`src/rtl/syncgen_pkg.sv`:
```
// Shared timing constants and types for the display sync generator (640x480@60 defaults).
package syncgen_pkg;

  localparam int H_PERIOD = 800;
  localparam int H_FRONT  = 16;
  localparam int H_WIDTH  = 96;
  localparam int H_BACK   = 48;
  localparam int V_PERIOD = 525;
  localparam int V_FRONT  = 10;
  localparam int V_WIDTH  = 2;
  localparam int V_BACK   = 33;
  localparam int CW_DEF   = 10;

  typedef logic [CW_DEF-1:0] cnt_t;

endpackage

```
`src/rtl/syncgen_if.sv`:
```
// Video timing bundle from syncgen to pattern/output logic.
// FCNT exists only when SYNCGEN_FRAME_CNT_EN is defined.
interface syncgen_if
  import syncgen_pkg::*;
#(
  parameter int CW = CW_DEF
) ();

  logic [CW-1:0] HCNT;
  logic [CW-1:0] VCNT;
  logic          PHSYNC;
  logic          PVSYNC;
  logic          PDE;
  logic          FSTART;
`ifdef SYNCGEN_FRAME_CNT_EN
  logic [7:0]    FCNT;
`endif

  modport master (
    output HCNT, VCNT, PHSYNC, PVSYNC, PDE, FSTART
`ifdef SYNCGEN_FRAME_CNT_EN
    , output FCNT
`endif
  );

  modport slave (
    input HCNT, VCNT, PHSYNC, PVSYNC, PDE, FSTART
`ifdef SYNCGEN_FRAME_CNT_EN
    , input FCNT
`endif
  );

endinterface

```
`src/rtl/syncgen_axis.sv`:
```
// One timing axis: wrapping counter with count-enable plus terminal/active/sync flags
// decoded combinationally from the current count.
module syncgen_axis #(
  parameter int PERIOD = 800,
  parameter int FRONT  = 16,
  parameter int WIDTH  = 96,
  parameter int BACK   = 48,
  parameter int CW     = 10
) (
  input  logic          clk_i,
  input  logic          rst_i,
  input  logic          en_i,
  output logic [CW-1:0] cnt_o,
  output logic          tc_o,
  output logic          act_o,
  output logic          sync_o
);

  localparam logic [31:0] LAST   = 32'(PERIOD - 1);
  localparam logic [31:0] DISP   = 32'(PERIOD - FRONT - WIDTH - BACK);
  localparam logic [31:0] SYNC_S = 32'(PERIOD - WIDTH - BACK);
  localparam logic [31:0] SYNC_E = 32'(PERIOD - BACK);

  logic [CW-1:0] cnt_q, cnt_d;
  logic [31:0]   cnt_w;

  assign cnt_w  = 32'(cnt_q);
  assign tc_o   = (cnt_w == LAST);
  assign act_o  = (cnt_w < DISP);
  assign sync_o = (cnt_w >= SYNC_S) && (cnt_w < SYNC_E);
  assign cnt_o  = cnt_q;

  always_comb begin
    cnt_d = cnt_q;
    if (en_i) begin
      cnt_d = tc_o ? '0 : cnt_q + 1'b1;
    end
  end

  always_ff @(posedge clk_i or posedge rst_i) begin
    if (rst_i) begin
      cnt_q <= '0;
    end else begin
      cnt_q <= cnt_d;
    end
  end

endmodule

```
`src/rtl/syncgen.sv`:
```
// Display timing generator: H/V counters with registered syncs, DE and frame-start strobe.
// Optional 8-bit frame counter FCNT under SYNCGEN_FRAME_CNT_EN.
module syncgen
  import syncgen_pkg::*;
#(
  parameter int HPERIOD = H_PERIOD,
  parameter int HFRONT  = H_FRONT,
  parameter int HWIDTH  = H_WIDTH,
  parameter int HBACK   = H_BACK,
  parameter int VPERIOD = V_PERIOD,
  parameter int VFRONT  = V_FRONT,
  parameter int VWIDTH  = V_WIDTH,
  parameter int VBACK   = V_BACK,
  parameter int CW      = CW_DEF
) (
  input  logic       PCK,
  input  logic       RST,
  syncgen_if.master  vid
);

  logic [CW-1:0] hcnt, vcnt;
  logic h_tc, h_act, h_sync;
  logic v_tc, v_act, v_sync;

  logic pde_q, pde_d;
  logic hsync_q, hsync_d;
  logic vsync_q, vsync_d;
  logic fstart_q, fstart_d;
  logic origin_q, origin_d;

  syncgen_axis #(
    .PERIOD(HPERIOD), .FRONT(HFRONT), .WIDTH(HWIDTH), .BACK(HBACK), .CW(CW)
  ) u_haxis (
    .clk_i(PCK), .rst_i(RST), .en_i(1'b1),
    .cnt_o(hcnt), .tc_o(h_tc), .act_o(h_act), .sync_o(h_sync)
  );

  syncgen_axis #(
    .PERIOD(VPERIOD), .FRONT(VFRONT), .WIDTH(VWIDTH), .BACK(VBACK), .CW(CW)
  ) u_vaxis (
    .clk_i(PCK), .rst_i(RST), .en_i(h_tc),
    .cnt_o(vcnt), .tc_o(v_tc), .act_o(v_act), .sync_o(v_sync)
  );

  // origin_q tracks "counters are at (0,0)": true out of reset and after each frame wrap.
  always_comb begin
    pde_d    = h_act & v_act;
    hsync_d  = ~h_sync;
    vsync_d  = ~v_sync;
    fstart_d = origin_q;
    origin_d = h_tc & v_tc;
  end

  always_ff @(posedge PCK or posedge RST) begin
    if (RST) begin
      pde_q    <= 1'b0;
      hsync_q  <= 1'b1;
      vsync_q  <= 1'b1;
      fstart_q <= 1'b0;
      origin_q <= 1'b1;
    end else begin
      pde_q    <= pde_d;
      hsync_q  <= hsync_d;
      vsync_q  <= vsync_d;
      fstart_q <= fstart_d;
      origin_q <= origin_d;
    end
  end

`ifdef SYNCGEN_FRAME_CNT_EN
  logic [7:0] fcnt_q, fcnt_d;
  logic       armed_q, armed_d;

  // The first frame start after reset only arms the counter; later ones count completed frames.
  always_comb begin
    fcnt_d  = fcnt_q;
    armed_d = armed_q;
    if (origin_q) begin
      armed_d = 1'b1;
      if (armed_q) begin
        fcnt_d = fcnt_q + 8'd1;
      end
    end
  end

  always_ff @(posedge PCK or posedge RST) begin
    if (RST) begin
      fcnt_q  <= 8'd0;
      armed_q <= 1'b0;
    end else begin
      fcnt_q  <= fcnt_d;
      armed_q <= armed_d;
    end
  end

  assign vid.FCNT = fcnt_q;
`endif

  assign vid.HCNT   = hcnt;
  assign vid.VCNT   = vcnt;
  assign vid.PHSYNC = hsync_q;
  assign vid.PVSYNC = vsync_q;
  assign vid.PDE    = pde_q;
  assign vid.FSTART = fstart_q;

endmodule

```
`src/flat_wrapper.sv`:
```
// flat-port wrapper written by rule: the top's interface ports become plain ports
module syncgen_flat import syncgen_pkg::*;
#(
  parameter int HPERIOD = H_PERIOD,
  parameter int HFRONT  = H_FRONT,
  parameter int HWIDTH  = H_WIDTH,
  parameter int HBACK   = H_BACK,
  parameter int VPERIOD = V_PERIOD,
  parameter int VFRONT  = V_FRONT,
  parameter int VWIDTH  = V_WIDTH,
  parameter int VBACK   = V_BACK,
  parameter int CW      = CW_DEF
)
  (PCK, RST, vid_HCNT, vid_VCNT, vid_PHSYNC, vid_PVSYNC, vid_PDE, vid_FSTART);
  syncgen_if #(.CW(CW)) vid_i ();
  input  logic PCK;
  input  logic RST;
  output wire logic [$bits(vid_i.HCNT)-1:0] vid_HCNT;
  output wire logic [$bits(vid_i.VCNT)-1:0] vid_VCNT;
  output wire logic [$bits(vid_i.PHSYNC)-1:0] vid_PHSYNC;
  output wire logic [$bits(vid_i.PVSYNC)-1:0] vid_PVSYNC;
  output wire logic [$bits(vid_i.PDE)-1:0] vid_PDE;
  output wire logic [$bits(vid_i.FSTART)-1:0] vid_FSTART;
  assign vid_HCNT = vid_i.HCNT;
  assign vid_VCNT = vid_i.VCNT;
  assign vid_PHSYNC = vid_i.PHSYNC;
  assign vid_PVSYNC = vid_i.PVSYNC;
  assign vid_PDE = vid_i.PDE;
  assign vid_FSTART = vid_i.FSTART;
  syncgen #(.HPERIOD(HPERIOD), .HFRONT(HFRONT), .HWIDTH(HWIDTH), .HBACK(HBACK), .VPERIOD(VPERIOD), .VFRONT(VFRONT), .VWIDTH(VWIDTH), .VBACK(VBACK), .CW(CW)) u_core (.PCK(PCK), .RST(RST), .vid(vid_i));
endmodule
```
`config.mk`:
```
export PLATFORM = sky130hd
export DESIGN_NAME = syncgen_flat
export DESIGN_NICKNAME = d
export VERILOG_FILES = /design/src/rtl/syncgen_pkg.sv /design/src/rtl/syncgen_if.sv /design/src/rtl/syncgen_axis.sv /design/src/rtl/syncgen.sv /design/src/flat_wrapper.sv
export SDC_FILE = /design/constraint.sdc
export NUM_CORES = 1
export LEC_CHECK = 0
export ABC_AREA = 0
export CAP_MARGIN = 20
export CORE_ASPECT_RATIO = 0.75
export CORE_UTILIZATION = 47
export CTS_BUF_LIST = sky130_fd_sc_hd__clkbuf_8
export CTS_CLUSTER_SIZE = 30
export DETAILED_ROUTE_END_ITERATION = 16
export GPL_ROUTABILITY_DRIVEN = 0
export HOLD_SLACK_MARGIN = 0.08
export PLACE_DENSITY = 0.88
export SYNTH_ARGS = -nofsm -noshare
export SYNTH_HDL_FRONTEND = slang
export SYNTH_HIERARCHICAL = 1
export SYNTH_SLANG_ARGS = --single-unit
export TNS_END_PERCENT = 50
```
`constraint.sdc`:
```
create_clock -name PCK -period 1.8 [get_ports PCK]
set_input_delay 0.18 -clock PCK [delete_from_list [all_inputs] [get_ports PCK]]
set_output_delay 0.18 -clock PCK [all_outputs]
set_load 0.1 [all_outputs]
```
==> impl_metrics.py, run 1 <==
metrics = {
    "clock_tree": {
        "cts_made_buffers": 3,
        "holdBufCountCts": 0,
        "htree_levels": 1,
        "cts_tree": "built",
        "clockBufferDepth": 2,
        "cts.clk_slew.worst_paths_ns": 0.09,
        "insertion_delay_ns": 0.27,
        "clock_sinks": 25,
        "cts_root_buf": "clkbuf_8",
    },
    "synthesis": {
        "synth_top_area_cell": "dfrtp_1",
        "yosysWarningCount": 6,
        "avgSynthCellArea_sq_um": 9.81,
        "synth_seq_cells": 25,
        "netlist.area_leader.share_pct": 42.5,
        "synthCells": 132,
        "synth_common_cells": "dfrtp_1 (22), nand2_1 (14), inv_1 (12)",
        "async_flop_share_pct": 100,
        "synth.most_common_cell": "dfrtp_1",
        "ys_types": 37,
        "dominantRegCellSynth": "dfrtp_1",
        "netlist_top_cells_area": "dfrtp_1 (43%), dfstp_2 (6.1%), xnor2_1 (6.1%)",
        "synth_edf_count": 0,
        "syn_area_sq_um": 1290,
        "syn_nets": 138,
        "yosysSeqAreaShare_pct": 48.6,
    },
    "timing": {
        "hold_viol_final": 0,
        "maxSlewViolCount": 0,
        "tns_ns": 0,
        "setup_ws_ns": 0.0445,
        "skew_ns": 0.00335,
        "setup_viol": 0,
        "whs_ns": 0.158,
        "fmax_mhz": 570,
        "min_period_ns": 1.76,
        "fin_crit_sh_pct": 97.5,
    },
    "detailed_routing": {
        "routedWlPerCell_um": 14.6,
        "vias": 1088,
        "drc_errors": 0,
        "viasPerCell": 5.41,
        "drt_iter0_markers": 32,
        "routed_wl_um": 2930,
        "ant_nets": 0,
        "dr.pass1.iters": 4,
    },
    "place": {
        "placed_area_sq_um": 1730,
        "io_buffers": 25,
        "dp_hpwl_um": 2220,
        "placedCellCount": 195,
        "preCtsSetupSlack_ns": 0.100,
    },
    "power_and_ir_drop": {
        "p_total_mw": 2.25,
        "powerDensity_nw_per_um2": 1250,
        "vdd_drop_max_v": 0.00158,
        "p_leak_nw": 0.762,
    },
    "setup_path": {
        "reg2regPathDepth": 5,
        "timing.rr.end": "u_core/u_haxis/cnt_o[3]",
        "startpoint_type": "register",
        "crit_path_start": "u_core/u_haxis/cnt_o[7]",
        "worstPathMaxFanout": 3,
        "crit_end": "u_core/u_haxis/cnt_o[3]",
        "cp-end-kind": "register",
        "regToRegSetupSlack_ns": 0.04,
        "crit_arrival_ns": 1.91,
        "required_ns": 1.96,
        "rr_startpoint": "u_core/u_haxis/cnt_o[7]",
        "crit_type": "register to register",
    },
    "floorplan": {
        "die_area_sq_um": 2970,
        "initial_utilization_pct": 49.8,
        "die_height_um": 47.5,
        "core-area_sq_um": 2600,
        "rows": 16,
        "io_pins": 26,
        "chipWidth_um": 62.6,
    },
    "flow_run": {
        "max-cap-violations": 0,
    },
    "grt": {
        "grt_pass1_wl_um": 4290,
        "grt_pass1_vias": 929,
        "gr-usage-met1_pct": 25.1,
        "grt_usage_pct": 19.7,
        "gr-usage-met2_pct": 35.9,
        "grt_max_degree": 16,
        "grt-busiest-layer": "met2",
        "met3_usage_pct": 5.71,
        "grt_remaining_overflow": 0,
        "antenna_found_initial": 0,
    },
    "cells_and_area": {
        "layout.cells.non_filler": 201,
        "fillers": 184,
        "nNetsFinal": 172,
        "area_delta_synth_final_pct": 38.8,
        "num_antenna_cells": 0,
        "fin_area_sq_um": 1800,
        "drive_gt1_share_pct": 39.4,
        "final_util_pct": 69.1,
    },
    "status": {
        "status": "completed",
    },
    "hold_path": {
        "hold_class": "primary input to asynchronous set/reset pin",
    },
}
worst max-delay path: stages, from the launching register on:
cell      delay, ns
dfrtp_4        0.48
nand4b_1       0.28
buf_4          0.20
buf_4          0.13
o311a_1        0.29
a211o_1        0.27
area by class of cell:
type	count	area, sq um	area share (%)
flip-flops and latches	25	662	36.8
multi-input cells	91	659	36.7
repair buffers	33	338	18.8
inverters	12	45.0	2.51
well taps	36	45.0	2.51
clock buffers	3	41.3	2.30
clock inverters	1	7.51	0.418
worst min-delay path by stage:
stage / startpoint / end / slack (ns) / cells past startpoint
2_1_floorplan: RST / u_core/vid.FSTART / -0.04 / 1
6_report: RST / u_core/vid.PDE / 0.16 / 2
5_1_grt: RST / u_core/vid.PDE / 0.19 / 2
3_5_place_dp: u_core/fstart_d / u_core/vid.FSTART / 0.39 / 0
4_1_cts: RST / u_core/vid.PDE / 0.17 / 2
3_3_place_gp: u_core/fstart_d / u_core/vid.FSTART / 0.38 / 0
power breakdown:
group | total (mW) | switching [mW] | internal [mW] | leakage [nW]
clock network | 0.336 | 0.179 | 0.157 | 0.0217
registers | 0.811 | 0.133 | 0.678 | 0.302
logic | 1.10 | 0.797 | 0.306 | 0.439
total | 2.25 | 1.11 | 1.14 | 0.762
cells by family after synthesis:
family	count (synthesis)	share of synthesized area (%)
adder cells (fa/ha/maj)	4	3.86
flip-flops	25	48.6
buffers and inverters	16	5.02
XOR/XNOR	10	6.76
AO/OA/AOI/OAI	19	9.47
AND/OR/NAND/NOR	55	24.3
multiplexers	2	1.64
other	1	0.290
state kept, by name (all words and copies together), names as in the netlist:
register / cells
u_core/fstart_d: 1
u_core/u_haxis/cnt_o: 10
u_core/u_vaxis/cnt_o: 10
u_core/vid.FSTART: 1
u_core/vid.PDE: 1
u_core/vid.PHSYNC: 1
u_core/vid.PVSYNC: 1
cell usage in the layout (no fill, tap or decap), drive strengths merged, types with 5 or more instances in the layout:
| cell type | netlist | routed |
|---|---|---|
| buf | 4 | 32 |
| dfrtp | 22 | 22 |
| nand2 | 14 | 14 |
| inv | 12 | 12 |
| nand3 | 10 | 10 |
| xnor2 | 9 | 9 |
| nor3 | 7 | 7 |
| nor2 | 6 | 6 |
| o21ai | 5 | 5 |
repair_timing:
action	4_1_cts	5_1_grt
resized for setup	0	1
setup endpoints to repair	0	2
buffers inserted	0	2
metal layers:
| metal | part of all wire (%) | up-vias | routed length (um) |
|---|---|---|---|
| met4 | 0 | 0 | 0 |
| met5 | 0 | - | 0 |
| li1 | - | 523 | - |
| met1 | 45 | 542 | 1320 |
| met2 | 51 | 23 | 1490 |
| met3 | 3.8 | 0 | 110 |
(Power assumes the default switching activity.)
==> run 2, diff against run 1 <==
==> constraint.sdc (replaced) <==
create_clock -name PCK -period 1.6 [get_ports PCK]
set_input_delay 0.16 -clock PCK [delete_from_list [all_inputs] [get_ports PCK]]
set_output_delay 0.16 -clock PCK [all_outputs]
set_load 0.1 [all_outputs]
==> run 2 against run 1 <==
Effect of this change:
- register-to-register slack worse by 0.23 ns
- combinational power up 48%
- clock power grew 12%
- the run now ends with negative setup slack left
- core utilization is 13 points higher
- final area up 19%
- highest routed layer is now met4
- final cell count rose by 4.0%
- maximum frequency decreased by 1.7%
- hold slack worse by 0.011 ns
- critical path depth increased by 1
- die area unchanged
==> impl_metrics.py, run 2 (synthesis results as in run 1) <==
metrics = {
    "status": {
        "status": "complete, but fails checks",
        "violations": "negative setup slack",
    },
    "setup_path": {
        "crit_slowest_cell": "dfrtp_4",
        "path_cells": "nand4b_1 > buf_4 > buf_4 > buf_6 > o311a_1 > a211o_1",
        "crit_arrival_ns": 1.95,
        "startpoint_type": "register",
        "worstPathMaxFanout": 3,
        "crit_type": "register to register",
        "crit_top_cell": "buf_4",
        "required_ns": 1.76,
        "max_stage_delay_ns": 0.48,
        "cp-end-kind": "register",
    },
    "place": {
        "io_buffers": 25,
        "dp_hpwl_um": 2730,
        "preCtsSetupSlack_ns": -0.116,
        "placed_area_sq_um": 2010,
    },
    "cells_and_area": {
        "final_cell_mix": "buf_12 (24), buf_4 (14), nand2_1 (13)",
        "nNetsFinal": 180,
        "drive_gt1_share_pct": 50.3,
        "area_delta_synth_final_pct": 65.6,
        "num_antenna_cells": 0,
        "final_common_cell": "buf_12",
        "fillers": 128,
        "fin_area_sq_um": 2140,
    },
    "grt": {
        "grt_pass1_wl_um": 6270,
        "grt_max_degree": 15,
        "grt_pass1_vias": 1203,
        "grt_usage_pct": 30.0,
        "antenna_found_initial": 0,
        "grt_remaining_overflow": 0,
    },
    "power_and_ir_drop": {
        "internal-power_mw": 1.53,
        "vdd_drop_max_v": 0.00163,
        "combPwrFrac_pct": 56.2,
        "powerDensity_nw_per_um2": 1350,
        "clockPowerShare_pct": 13.0,
        "p_total_mw": 2.90,
        "swShare_pct": 47.1,
        "switching_power_mw": 1.37,
        "power_frac_seq_pct": 30.8,
        "p_leak_nw": 0.886,
    },
    "floorplan": {
        "io_pins": 26,
        "die_height_um": 47.5,
        "core-area_sq_um": 2600,
        "initial_utilization_pct": 49.8,
        "chipWidth_um": 62.6,
        "rows": 16,
        "die_area_sq_um": 2970,
    },
    "detailed_routing": {
        "drc_errors": 0,
        "dr.pass1.iters": 4,
        "vias": 1245,
        "routed_wl_um": 4270,
        "ant_nets": 0,
        "routedWlPerCell_um": 20.4,
        "drt_iter0_markers": 53,
        "viasPerCell": 5.96,
    },
    "timing": {
        "min_period_ns": 1.79,
        "fmax_mhz": 560,
        "fin_crit_sh_pct": 112,
        "skew_ns": 0.00493,
        "maxSlewViolCount": 0,
        "rsz0062_at_grt": "yes",
        "setup_ws_ns": -0.186,
        "setup_viol": 11,
        "hold_viol_final": 0,
    },
    "clock_tree": {
        "clockBufferDepth": 2,
        "htree_levels": 1,
        "clock_sinks": 25,
        "insertion_delay_ns": 0.27,
        "cts_made_buffers": 3,
        "cts_tree": "built",
        "cts.clk_slew.worst_paths_ns": 0.09,
        "cts_root_buf": "clkbuf_8",
    },
    "hold_path": {
        "hold_class": "primary input to asynchronous set/reset pin",
    },
    "flow_run": {
        "max-cap-violations": 0,
    },
}
-- run 2: changes by cell type in the layout (fill, tap and decap cells not counted), moves of 2 or more --
cell     delta
buf_4      -11
dfrtp_4     +2
dfrtp_2     +6
buf_12     +17
buf_6       +2
dfrtp_1     -8
-- run 2: power groups by stage --
stage	logic [mW]	registers, mW	clock network [mW]
4_1_cts	1.59	0.883	0.389
3_5_place_dp	1.57	0.896	0
5_1_grt	1.70	0.900	0.405
2_1_floorplan	0.313	1.54	0
3_3_place_gp	1.53	0.879	0
6_report	1.63	0.893	0.376
-- run 2: timing repair --
action / 4_1_cts / 5_1_grt
hold buffers: 0 / 0
gates cloned: 0 / 0
pin swaps: 8 / 3
buffers inserted: 1 / 2
setup endpoints to repair: 8 / 11
gates resized for setup: 8 / 6
-- run 2: cell type report --
class                      count  area (sq um)  area share, %
timing repair buffer          41           618           28.8
tap                           36          45.0           2.10
sequential                    25           677           31.6
inverter                      12          45.0           2.10
clock buffer                   3          41.3           1.93
multi-input combinational     91           713           33.3
clock inverter                 1          5.00          0.233
-- run 2: final timing paths --
| path | from | end | slack, ns | depth (start not counted) |
|---|---|---|---|---|
| max | u_core/u_haxis/cnt_o[7] | u_core/u_haxis/cnt_o[3] | -0.19 | 6 |
| min | RST | u_core/vid.FSTART | 0.15 | 2 |
| max reg2reg | u_core/u_haxis/cnt_o[7] | u_core/u_haxis/cnt_o[3] | -0.19 | 6 |
| min reg2reg | u_core/fstart_d | u_core/vid.FSTART | 0.40 | 0 |
| max in group asynchronous | RST | u_core/u_haxis/cnt_o[0] | 1.02 | 2 |
| min in group PCK | u_core/fstart_d | u_core/vid.FSTART | 0.40 | 0 |
-- run 2: critical path: cells and delay by family (launching register included) --
kind                   cells  cell delay [ns]
AOI/OAI and AO/OA          2             0.50
DFF                        1             0.48
buffers and inverters      3             0.44
and+or+nand+nor            1             0.26
-- run 2: metal layers --
layer | track usage [%] | share of wire [%] | vias up
li1 | - | - | 539
met1 | 34.3 | 38 | 612
met2 | 55.2 | 50 | 69
met3 | 6.43 | 5.8 | 25
met4 | 17.7 | 6.0 | 0
met5 | 0 | 0 | -
-- run 2: metrics by stage --
step / std cells / utilization [%] / hold slack (ns) / setup TNS, ns
2_1_floorplan: 132 / - / -0.0637 / -2.06
5_1_grt: 209 / 82.4 / 0.188 / -1.59
3_5_place_dp: 202 / 77.2 / 0.387 / -0.444
4_1_cts: 207 / 80.6 / 0.147 / -0.316
6_report: 209 / 82.4 / 0.147 / -1.04
3_3_place_gp: 202 / 77.2 / 0.380 / -0.0430
